==> src/rtl/score_disp_pkg.sv <==
// Shared constants, segment table and conversion FSM states
// for the multiplexed score display.
package score_disp_pkg;

    localparam logic [7:0] SEG_BLANK = 8'hFF;

    typedef logic [1:0] state_t;
    localparam state_t IDLE   = 2'd0;
    localparam state_t SHIFT  = 2'd1;
    localparam state_t COMMIT = 2'd2;

    // Active-low segments, bit7 = dp (unlit), bits6..0 = g..a.
    function automatic logic [7:0] seg_of(input logic [3:0] d);
        logic [7:0] s;
        unique case (d)
            4'd0:    s = 8'hC0;
            4'd1:    s = 8'hF9;
            4'd2:    s = 8'hA4;
            4'd3:    s = 8'hB0;
            4'd4:    s = 8'h99;
            4'd5:    s = 8'h92;
            4'd6:    s = 8'h82;
            4'd7:    s = 8'hF8;
            4'd8:    s = 8'h80;
            4'd9:    s = 8'h90;
            default: s = SEG_BLANK;
        endcase
        return s;
    endfunction

    function automatic int unsigned pow10(input int n);
        int unsigned p;
        p = 1;
        for (int i = 0; i < n; i++) p = p * 10;
        return p;
    endfunction

endpackage

==> src/rtl/bin2bcd_seq.sv <==
// Sequential double-dabble converter with saturation and a
// single-entry pending slot for loads that arrive while busy.
module bin2bcd_seq
    import score_disp_pkg::*;
#(
    parameter int VALUE_W    = 14,
    parameter int NUM_DIGITS = 4
) (
    input  logic                    clk,
    input  logic                    rst_n,
    input  logic                    load,
    input  logic [VALUE_W-1:0]      value,
    output logic                    busy,
    output logic [4*NUM_DIGITS-1:0] bcd,
    output logic                    valid,
    output logic                    overflow
);

    localparam int BW = 4 * NUM_DIGITS;
    localparam int CW = $clog2(VALUE_W + 1);
    localparam logic [VALUE_W-1:0] MAXV =
        VALUE_W'(pow10(NUM_DIGITS) - 1);

    state_t             state;
    logic [VALUE_W-1:0] bin;
    logic [VALUE_W-1:0] pend_val;
    logic               pend;
    logic [BW-1:0]      acc;
    logic [BW-1:0]      adj;
    logic [CW-1:0]      cnt;
    logic               start;
    logic [VALUE_W-1:0] src;

    // A load during COMMIT wins over an older pending value.
    always_comb begin
        start = ((state == IDLE) && load) ||
                ((state == COMMIT) && (load || pend));
        src   = ((state == COMMIT) && !load) ? pend_val : value;
    end

    always_comb begin
        adj = '0;
        for (int i = 0; i < NUM_DIGITS; i++) begin
            adj[4*i +: 4] = (acc[4*i +: 4] >= 4'd5) ?
                            acc[4*i +: 4] + 4'd3 : acc[4*i +: 4];
        end
    end

    always_ff @(posedge clk or negedge rst_n) begin
        if (!rst_n) begin
            state    <= IDLE;
            bin      <= '0;
            pend_val <= '0;
            pend     <= 1'b0;
            acc      <= '0;
            cnt      <= '0;
            overflow <= 1'b0;
        end else if (start) begin
            bin      <= (src > MAXV) ? MAXV : src;
            overflow <= (src > MAXV);
            acc      <= '0;
            cnt      <= '0;
            pend     <= 1'b0;
            state    <= SHIFT;
        end else begin
            if (load && (state != IDLE)) begin
                pend     <= 1'b1;
                pend_val <= value;
            end
            unique case (state)
                SHIFT: begin
                    acc <= {adj[BW-2:0], bin[VALUE_W-1]};
                    bin <= {bin[VALUE_W-2:0], 1'b0};
                    cnt <= cnt + 1'b1;
                    if (cnt == CW'(VALUE_W - 1)) state <= COMMIT;
                end
                COMMIT:  state <= IDLE;
                default: state <= IDLE;
            endcase
        end
    end

    assign busy  = (state == SHIFT);
    assign valid = (state == COMMIT);
    assign bcd   = acc;

endmodule

==> src/rtl/score_display_scan.sv <==
// Multiplexed seven-segment score driver: refresh scan, leading-zero
// blanking, decimal points and game-over blink.
module score_display_scan
    import score_disp_pkg::*;
#(
    parameter int NUM_DIGITS    = 4,
    parameter int VALUE_W       = 14,
    parameter int REFRESH_DIV   = 100000,
    parameter int BLINK_DIV     = 25000000,
    parameter int BLANK_LEADING = 1
) (
    input  logic                  clk,
    input  logic                  rst_n,
    input  logic [VALUE_W-1:0]    value,
    input  logic                  load,
    input  logic                  blink_en,
    input  logic [NUM_DIGITS-1:0] dp_mask,
    output logic [7:0]            seg,
    output logic [NUM_DIGITS-1:0] an,
    output logic                  busy,
    output logic                  overflow
);

    localparam int RW = $clog2(REFRESH_DIV);
    localparam int BLW = $clog2(BLINK_DIV);
    localparam int IW = (NUM_DIGITS > 1) ? $clog2(NUM_DIGITS) : 1;

    logic [4*NUM_DIGITS-1:0] bcd;
    logic [4*NUM_DIGITS-1:0] disp;
    logic                    valid;
    logic [RW-1:0]           rcnt;
    logic [BLW-1:0]          bcnt;
    logic                    rtick;
    logic                    btick;
    logic                    phase_on;
    logic [IW-1:0]           idx;
    logic [NUM_DIGITS-1:0]   blank;
    logic                    zero_above;
    logic [7:0]              base;
    logic [7:0]              seg_next;
    logic [7:0]              seg_scan;
    logic [NUM_DIGITS-1:0]   an_scan;

    bin2bcd_seq #(
        .VALUE_W    (VALUE_W),
        .NUM_DIGITS (NUM_DIGITS)
    ) u_conv (
        .clk      (clk),
        .rst_n    (rst_n),
        .load     (load),
        .value    (value),
        .busy     (busy),
        .bcd      (bcd),
        .valid    (valid),
        .overflow (overflow)
    );

    assign rtick = (rcnt == RW'(REFRESH_DIV - 1));
    assign btick = (bcnt == BLW'(BLINK_DIV - 1));

    // Digit i blanks when it and every digit above it are zero.
    always_comb begin
        blank      = '0;
        zero_above = 1'b1;
        for (int i = NUM_DIGITS - 1; i >= 0; i--) begin
            zero_above = zero_above && (disp[4*i +: 4] == 4'd0);
            blank[i]   = (BLANK_LEADING != 0) && (i > 0) && zero_above;
        end
        base     = blank[idx] ? SEG_BLANK : seg_of(disp[4*idx +: 4]);
        seg_next = {base[7] & ~dp_mask[idx], base[6:0]};
    end

    always_ff @(posedge clk or negedge rst_n) begin
        if (!rst_n) begin
            disp     <= '0;
            rcnt     <= '0;
            bcnt     <= '0;
            phase_on <= 1'b1;
            idx      <= '0;
            seg_scan <= SEG_BLANK;
            an_scan  <= '1;
            seg      <= SEG_BLANK;
            an       <= '1;
        end else begin
            if (valid) disp <= bcd;
            rcnt <= rtick ? '0 : rcnt + 1'b1;
            bcnt <= btick ? '0 : bcnt + 1'b1;
            if (btick) phase_on <= ~phase_on;
            if (rtick) begin
                seg_scan <= seg_next;
                an_scan  <= ~(NUM_DIGITS'(1) << idx);
                idx      <= (idx == IW'(NUM_DIGITS - 1)) ?
                            '0 : idx + 1'b1;
            end
            seg <= seg_scan;
            an  <= (blink_en && !phase_on) ? '1 : an_scan;
        end
    end

endmodule

==> config.mk <==
export PLATFORM = sky130hd
export DESIGN_NAME = score_display_scan
export DESIGN_NICKNAME = d
export VERILOG_FILES = /design/src/rtl/score_disp_pkg.sv /design/src/rtl/bin2bcd_seq.sv /design/src/rtl/score_display_scan.sv
export SDC_FILE = /design/constraint.sdc
export NUM_CORES = 1
export LEC_CHECK = 0
export CAP_MARGIN = 10
export CORE_UTILIZATION = 59
export CTS_CLUSTER_DIAMETER = 150
export DETAILED_ROUTE_END_ITERATION = 16
export PLACE_DENSITY_LB_ADDON = 0.1
export SLEW_MARGIN = 20
export SYNTH_ARGS = -nofsm -noshare
export SYNTH_HDL_FRONTEND = slang
export SYNTH_SLANG_ARGS = --single-unit
==> constraint.sdc <==
create_clock -name clk -period 2.81 [get_ports clk]
set_input_delay 0.562 -clock clk [delete_from_list [all_inputs] [get_ports clk]]
set_output_delay 0.562 -clock clk [all_outputs]
set_load 0.03 [all_outputs]
==> impl_metrics.ini, run 1 <==
[status]
status = finished clean

[power]
leakage_nw = 3.31
power_density_nw_per_um2 = 811
total_power_mw = 6.26
vdd_drop_max_mv = 0.509

[cells_and_area]
fin_nets = 697
antenna_cells = 0
final_util_pct = 70.9
fillers = 801
stdcell_count = 807
multi_input_area_um2 = 2940
final-seq-area_um2 = 3460
drive_gt1_share_pct = 18.3
syn_to_final_growth_pct = 16.6

[logic_synthesis]
synth_edf_count = 0
synthTopCellsByArea = dfrtp_1 (42%), dfstp_2 (9.9%), mux2_2 (6.1%)
synth_seq_cells = 137
yosys.cell_types.count = 55
synth-main-ff-cell = dfrtp_1
post-synth-top-area-cell = dfrtp_1
netlist.area_leader.share_pct = 42.3
syn_inst = 610
syn_area_um2 = 6630
synth_area_per_cell_um2 = 10.9
synth_nets = 653
yosys_warnings = 0
synth-async-reset-ratio_pct = 100
yosysSeqAreaShare_pct = 52.2

[drt]
wire_per_inst_um = 16.3
drt_wl_total_um = 13100
drc_errors = 0
drt-initial-drc-count = 211
vias_per_cell = 5.86
final_antenna_net_count = 0
dr_total_vias = 4729
first_pass_iters = 4

[floorplanning]
die_y_um = 108
row_count = 38
core_area_um2 = 10900
pin_count = 36
initial_core_util_pct = 60.8
die_w_um = 108
design.die.area_um2 = 11700

[clock_tree]
worstSkewPairLatency_ps = 530
clk_pin_slew_worst_paths_ps = 60
cts_setup_buffers = 0
clock_sinks = 137
numCtsBuffers = 17
clockRootBuffer = clkbuf_8
postCtsHoldBufs = 1
clockBufferDepth = 2
cts_tree = built
htree_levels = 4
cts_resized = 0

[global_routing]
grt_start_max_net_pins = 42
overflow = 0
grt_pass1_vias = 4763
grt_pass1_wl_um = 22300
grt_use_total_pct = 24.8
antenna_found_initial = 0

[timing]
holdWs_ps = 366
tns_ps = 0
finalSetupViolCount = 0
timing.fmax_mhz = 414
slew_violations = 0
finClkSkew_ps = 5.65
fin_crit_sh_pct = 86.0
max_slew_margin_pct = 39.9
worst-slew-pin-transition_ps = 893
rsz0062_at_grt = no
period_needed_ps = 2420
hold_viol = 0

[placed_design]
dp_hpwl_um = 8670
place.gp.congestion = 0.826
port_buffers = 35
placed_cells = 774

[worst_setup_path]
critPathArrivalTime_ps = 1850
r2r-start = bcnt[0]$_DFF_PN0_
crit_required_ps = 2250
endpoint_kind = primary output
worstSetupEndpoint = busy
reg2reg_slack_ps = 620
timing.rr.end = bcnt[24]$_DFF_PN0_
critPathMaxFanout = 23
start_kind = flop
startpoint = u_conv.state[0]$_DFFE_PN0P_
path_class = reg2out
r2r_cells = 5

[flow_run]
maxCapViolations = 0

[min_path]
hold_path_class = reg2reg
[how the worst min path moves through the flow]
stage,startpoint,endpoint,slack (ps),cells after the start
2_1_floorplan,rst_n,bcnt[0]$_DFF_PN0_,270,0
3_3_place_gp,seg_scan[7]$_DFFE_PN1N_,seg[7]$_DFF_PN1_,360,0
3_5_place_dp,seg_scan[1]$_DFFE_PN1N_,seg[1]$_DFF_PN1_,360,0
4_1_cts,seg_scan[7]$_DFFE_PN1N_,seg[7]$_DFF_PN1_,370,0
5_1_grt,seg_scan[6]$_DFFE_PN1N_,seg[6]$_DFF_PN1_,370,0
6_report,seg_scan[7]$_DFFE_PN1N_,seg[7]$_DFF_PN1_,370,0
[synthesized netlist by cell type (19+ instances only)]
cell type  instances
dfrtp_1          112
nand2_1           65
mux2_2            36
o21ai_0           31
inv_1             27
nand3_1           27
nor2_1            26
dfstp_2           25
a21oi_1           21
ha_1              21
clkbuf_1          19
xnor2_1           19
[routing by layer]
layer	global-route usage (%)	part of all wire, %
met5	0	0
met2	41.1	50
met1	31.2	45
met3	6.03	3.1
met4	10.1	1.6
[registers in the layout, summed over array words and instances (netlist names), 4 cells and up]
register	count
an_scan	4
u_conv.bcd	16
rcnt	17
an	4
u_conv.pend_val	14
u_conv.bin	14
u_conv.cnt	4
disp	16
bcnt	25
seg	8
seg_scan	8
[cell usage in the layout (no fill, tap or decap), types with 8 or more instances in the layout]
cell / Yosys / final
a21oi_1: 21 / 21
nand2b_1: 15 / 15
nand2_1: 65 / 65
nor2_1: 26 / 26
xnor2_1: 19 / 19
clkdlybuf4s50_1: 0 / 33
buf_4: 0 / 18
ha_1: 21 / 21
clkbuf_16: 0 / 16
o22ai_1: 13 / 13
mux2_2: 36 / 36
clkbuf_8: 0 / 8
o21ai_0: 31 / 31
nand3_1: 27 / 27
nand4_1: 9 / 9
nor3_1: 13 / 13
dfstp_2: 25 / 25
inv_1: 27 / 27
xor2_1: 16 / 16
dfrtp_1: 112 / 112
mux2i_1: 12 / 12
[critical path, stage by stage, from the launching register on]
cell and delay (ps):
dfrtp_1 490, nand2b_1 110, buf_4 220, inv_1 270
buf_4 220
[power breakdown]
group          switching, mW  internal, mW  total, mW
clock network          0.773          1.25       2.02
registers              0.310          2.38       2.69
logic                  0.804         0.746       1.55
[through the flow]
step / worst slack, ps / instance area (um2)
floorplan: 737 / 6630
global placement: 164 / 7170
detailed placement: 116 / 7170
CTS: 387 / 7720
global route: 308 / 7720
finish: 395 / 7720
[cell families (layout without fill, tap and decap cells)]
family	Yosys count	in the layout	share of synthesized area [%]
AO/OA/AOI/OAI	108	108	10.7
XOR/XNOR	35	35	4.63
adder cells (fa/ha/maj)	21	21	3.97
buffers and inverters	56	113	3.42
flip-flops	137	137	52.2
multiplexers	53	53	9.63
AND/OR/NAND/NOR	200	200	15.4
[cell type report]
type,count,area share (%)
flip-flops and latches,137,44.8
multi-input cells,417,38.1
well taps,140,2.27
clock buffers,31,6.95
inverters,27,1.31
clock inverters,1,0.0648
repair buffers,54,6.56
Power figures use the tool's default switching activity.
==> run 2, diff against run 1 <==
Settings changed: CTS_CLUSTER_SIZE set to 25, PLACE_DENSITY set to 0.79, PLACE_DENSITY_LB_ADDON 0.1 to unset.
==> run 2 against run 1 <==
Die area is the same; largest power group unchanged; sequential share of layout area fell by 0.26 points; first-iteration DRC count up 49%; sequential power about the same; largest cell class unchanged.
==> impl_metrics.ini, run 2 (synthesis gave the netlist of run 1 again) <==
[floorplanning]
row_count = 38
die_w_um = 108
die_y_um = 108
pin_count = 36
design.die.area_um2 = 11700
initial_core_util_pct = 60.8
core_area_um2 = 10900

[timing]
fin_crit_sh_pct = 81.3
slew_violations = 0
timing.fmax_mhz = 438
max_slew_margin_pct = 39.0
period_needed_ps = 2290
tns_ps = 0
worst-slew-pin-transition_ps = 907
finalSetupViolCount = 0
finClkSkew_ps = 7.24
hold_viol = 0
rsz0062_at_grt = no
fin_ws_ps = 525

[clock_tree]
cts_resized = 0
clk_pin_slew_worst_paths_ps = 60
cts_setup_buffers = 0
postCtsHoldBufs = 0
clockBufferDepth = 2
htree_levels = 4
clockRootBuffer = clkbuf_8
worstSkewPairLatency_ps = 530
cts_tree = built
numCtsBuffers = 17
clock_sinks = 137

[cells_and_area]
reg.largest.list = bcnt: 25 flops, rcnt: 17 flops
layout_commonest_cell = dfrtp_1
largest_reg_flops = 25
layout_common_cells = dfrtp_1 (112), nand2_1 (65), mux2_2 (36), clkdlybuf4s50_1 (33), o21ai_0 (31)
antenna_cells = 0
drive_gt1_share_pct = 18.8
fin_nets = 695
syn_to_final_growth_pct = 17.3
stdcell_count = 805
top_register = bcnt

[drt]
drt-initial-drc-count = 315
drc_errors = 0
dr_total_vias = 4730
first_pass_iters = 4
final_antenna_net_count = 0
drt_wl_total_um = 12700
wire_per_inst_um = 15.8
vias_per_cell = 5.88

[worst_setup_path]
crit_cells = 1
critPathArrivalTime_ps = 1720
cp_top_family = buffers and inverters
crit_required_ps = 2250
cp_num_buf_inv = 1
worstSetupEndpoint = seg[1]
critPathMaxFanout = 1
path_class = reg2out
endpoint_kind = primary output
r2r_cells = 5
startpoint = seg[1]$_DFF_PN1_
critPathMaxStageDelay_ps = 670
slowest_stage = clkdlybuf4s50_1
start_kind = flop
crit_chain = clkdlybuf4s50_1
reg2reg_slack_ps = 610
r2r-start = bcnt[0]$_DFF_PN0_
timing.rr.end = bcnt[24]$_DFF_PN0_

[power]
p_int_mw = 4.58
netSwitchingPower_mw = 1.93
leakage_nw = 3.33
power_frac_comb_pct = 23.9
pwr-share-clk_pct = 34.8
vdd_drop_max_mv = 0.591
seqPwrFrac_pct = 41.3
power_density_nw_per_um2 = 838
swShare_pct = 29.6

[flow_run]
maxCapViolations = 0

[global_routing]
antenna_found_initial = 0
grt_pass1_vias = 4757
grt_use_total_pct = 24.6
overflow = 0
grt_pass1_wl_um = 22000
grt_start_max_net_pins = 138

[status]
status = finished clean

[min_path]
hold_path_class = in2async

[placed_design]
dp_hpwl_um = 8360
placed_cells = 773
place.gp.congestion = 0.817
port_buffers = 35
preCtsSetupSlack_ps = 316
run 2: cell types whose count changed in the layout (fill, tap and decap cells not counted), sizes merged:
cell	change
bufinv	+3
clkbuf	-6
dlygate4sd3	-1
buf	-1
clkinv	+3
run 2: power groups by stage:
stage | registers (mW) | clock network [mW] | logic, mW
6_report | 2.69 | 2.27 | 1.55
3_5_place_dp | 2.70 | 0 | 1.55
4_1_cts | 2.68 | 2.30 | 1.57
3_3_place_gp | 2.69 | 0 | 1.46
5_1_grt | 2.74 | 2.39 | 1.76
2_1_floorplan | 2.62 | 0 | 1.19
run 2: stage by stage:
stage | utilization [%] | power [mW] | hold WS, ps | instance area (um2)
floorplan | - | 3.81 | 266 | 6630
finish | 71.4 | 6.51 | 118 | 7770
CTS | 71.4 | 6.55 | 173 | 7770
global placement | 65.8 | 4.14 | 358 | 7160
global route | 71.4 | 6.89 | 199 | 7770
detailed placement | 65.8 | 4.25 | 357 | 7160
run 2: routing by layer:
metal	GRT usage, %	share of wire (%)	vias to the layer above
li1	-	-	2266
met1	30.6	44	2347
met2	40.9	50	90
met3	6.21	3.7	27
met4	10.1	2.2	0
met5	0	0	-
run 2: layout make-up:
type | count | area [um2]
repair buffers | 52 | 485
well taps | 140 | 175
flip-flops and latches | 137 | 3460
multi-input cells | 417 | 2940
fillers | 782 | 3120
clock buffers | 25 | 494
inverters | 27 | 101
clock inverters | 7 | 114
run 2: worst min-delay path by stage:
stage,endpoint,startpoint,cells after the start,slack [ps]
2_1_floorplan,bcnt[0]$_DFF_PN0_,rst_n,0,270
3_3_place_gp,seg[2]$_DFF_PN1_,seg_scan[2]$_DFFE_PN1N_,0,360
3_5_place_dp,seg[7]$_DFF_PN1_,seg_scan[7]$_DFFE_PN1N_,0,360
4_1_cts,bcnt[19]$_DFF_PN0_,rst_n,2,170
5_1_grt,bcnt[19]$_DFF_PN0_,rst_n,2,200
6_report,bcnt[19]$_DFF_PN0_,rst_n,2,120
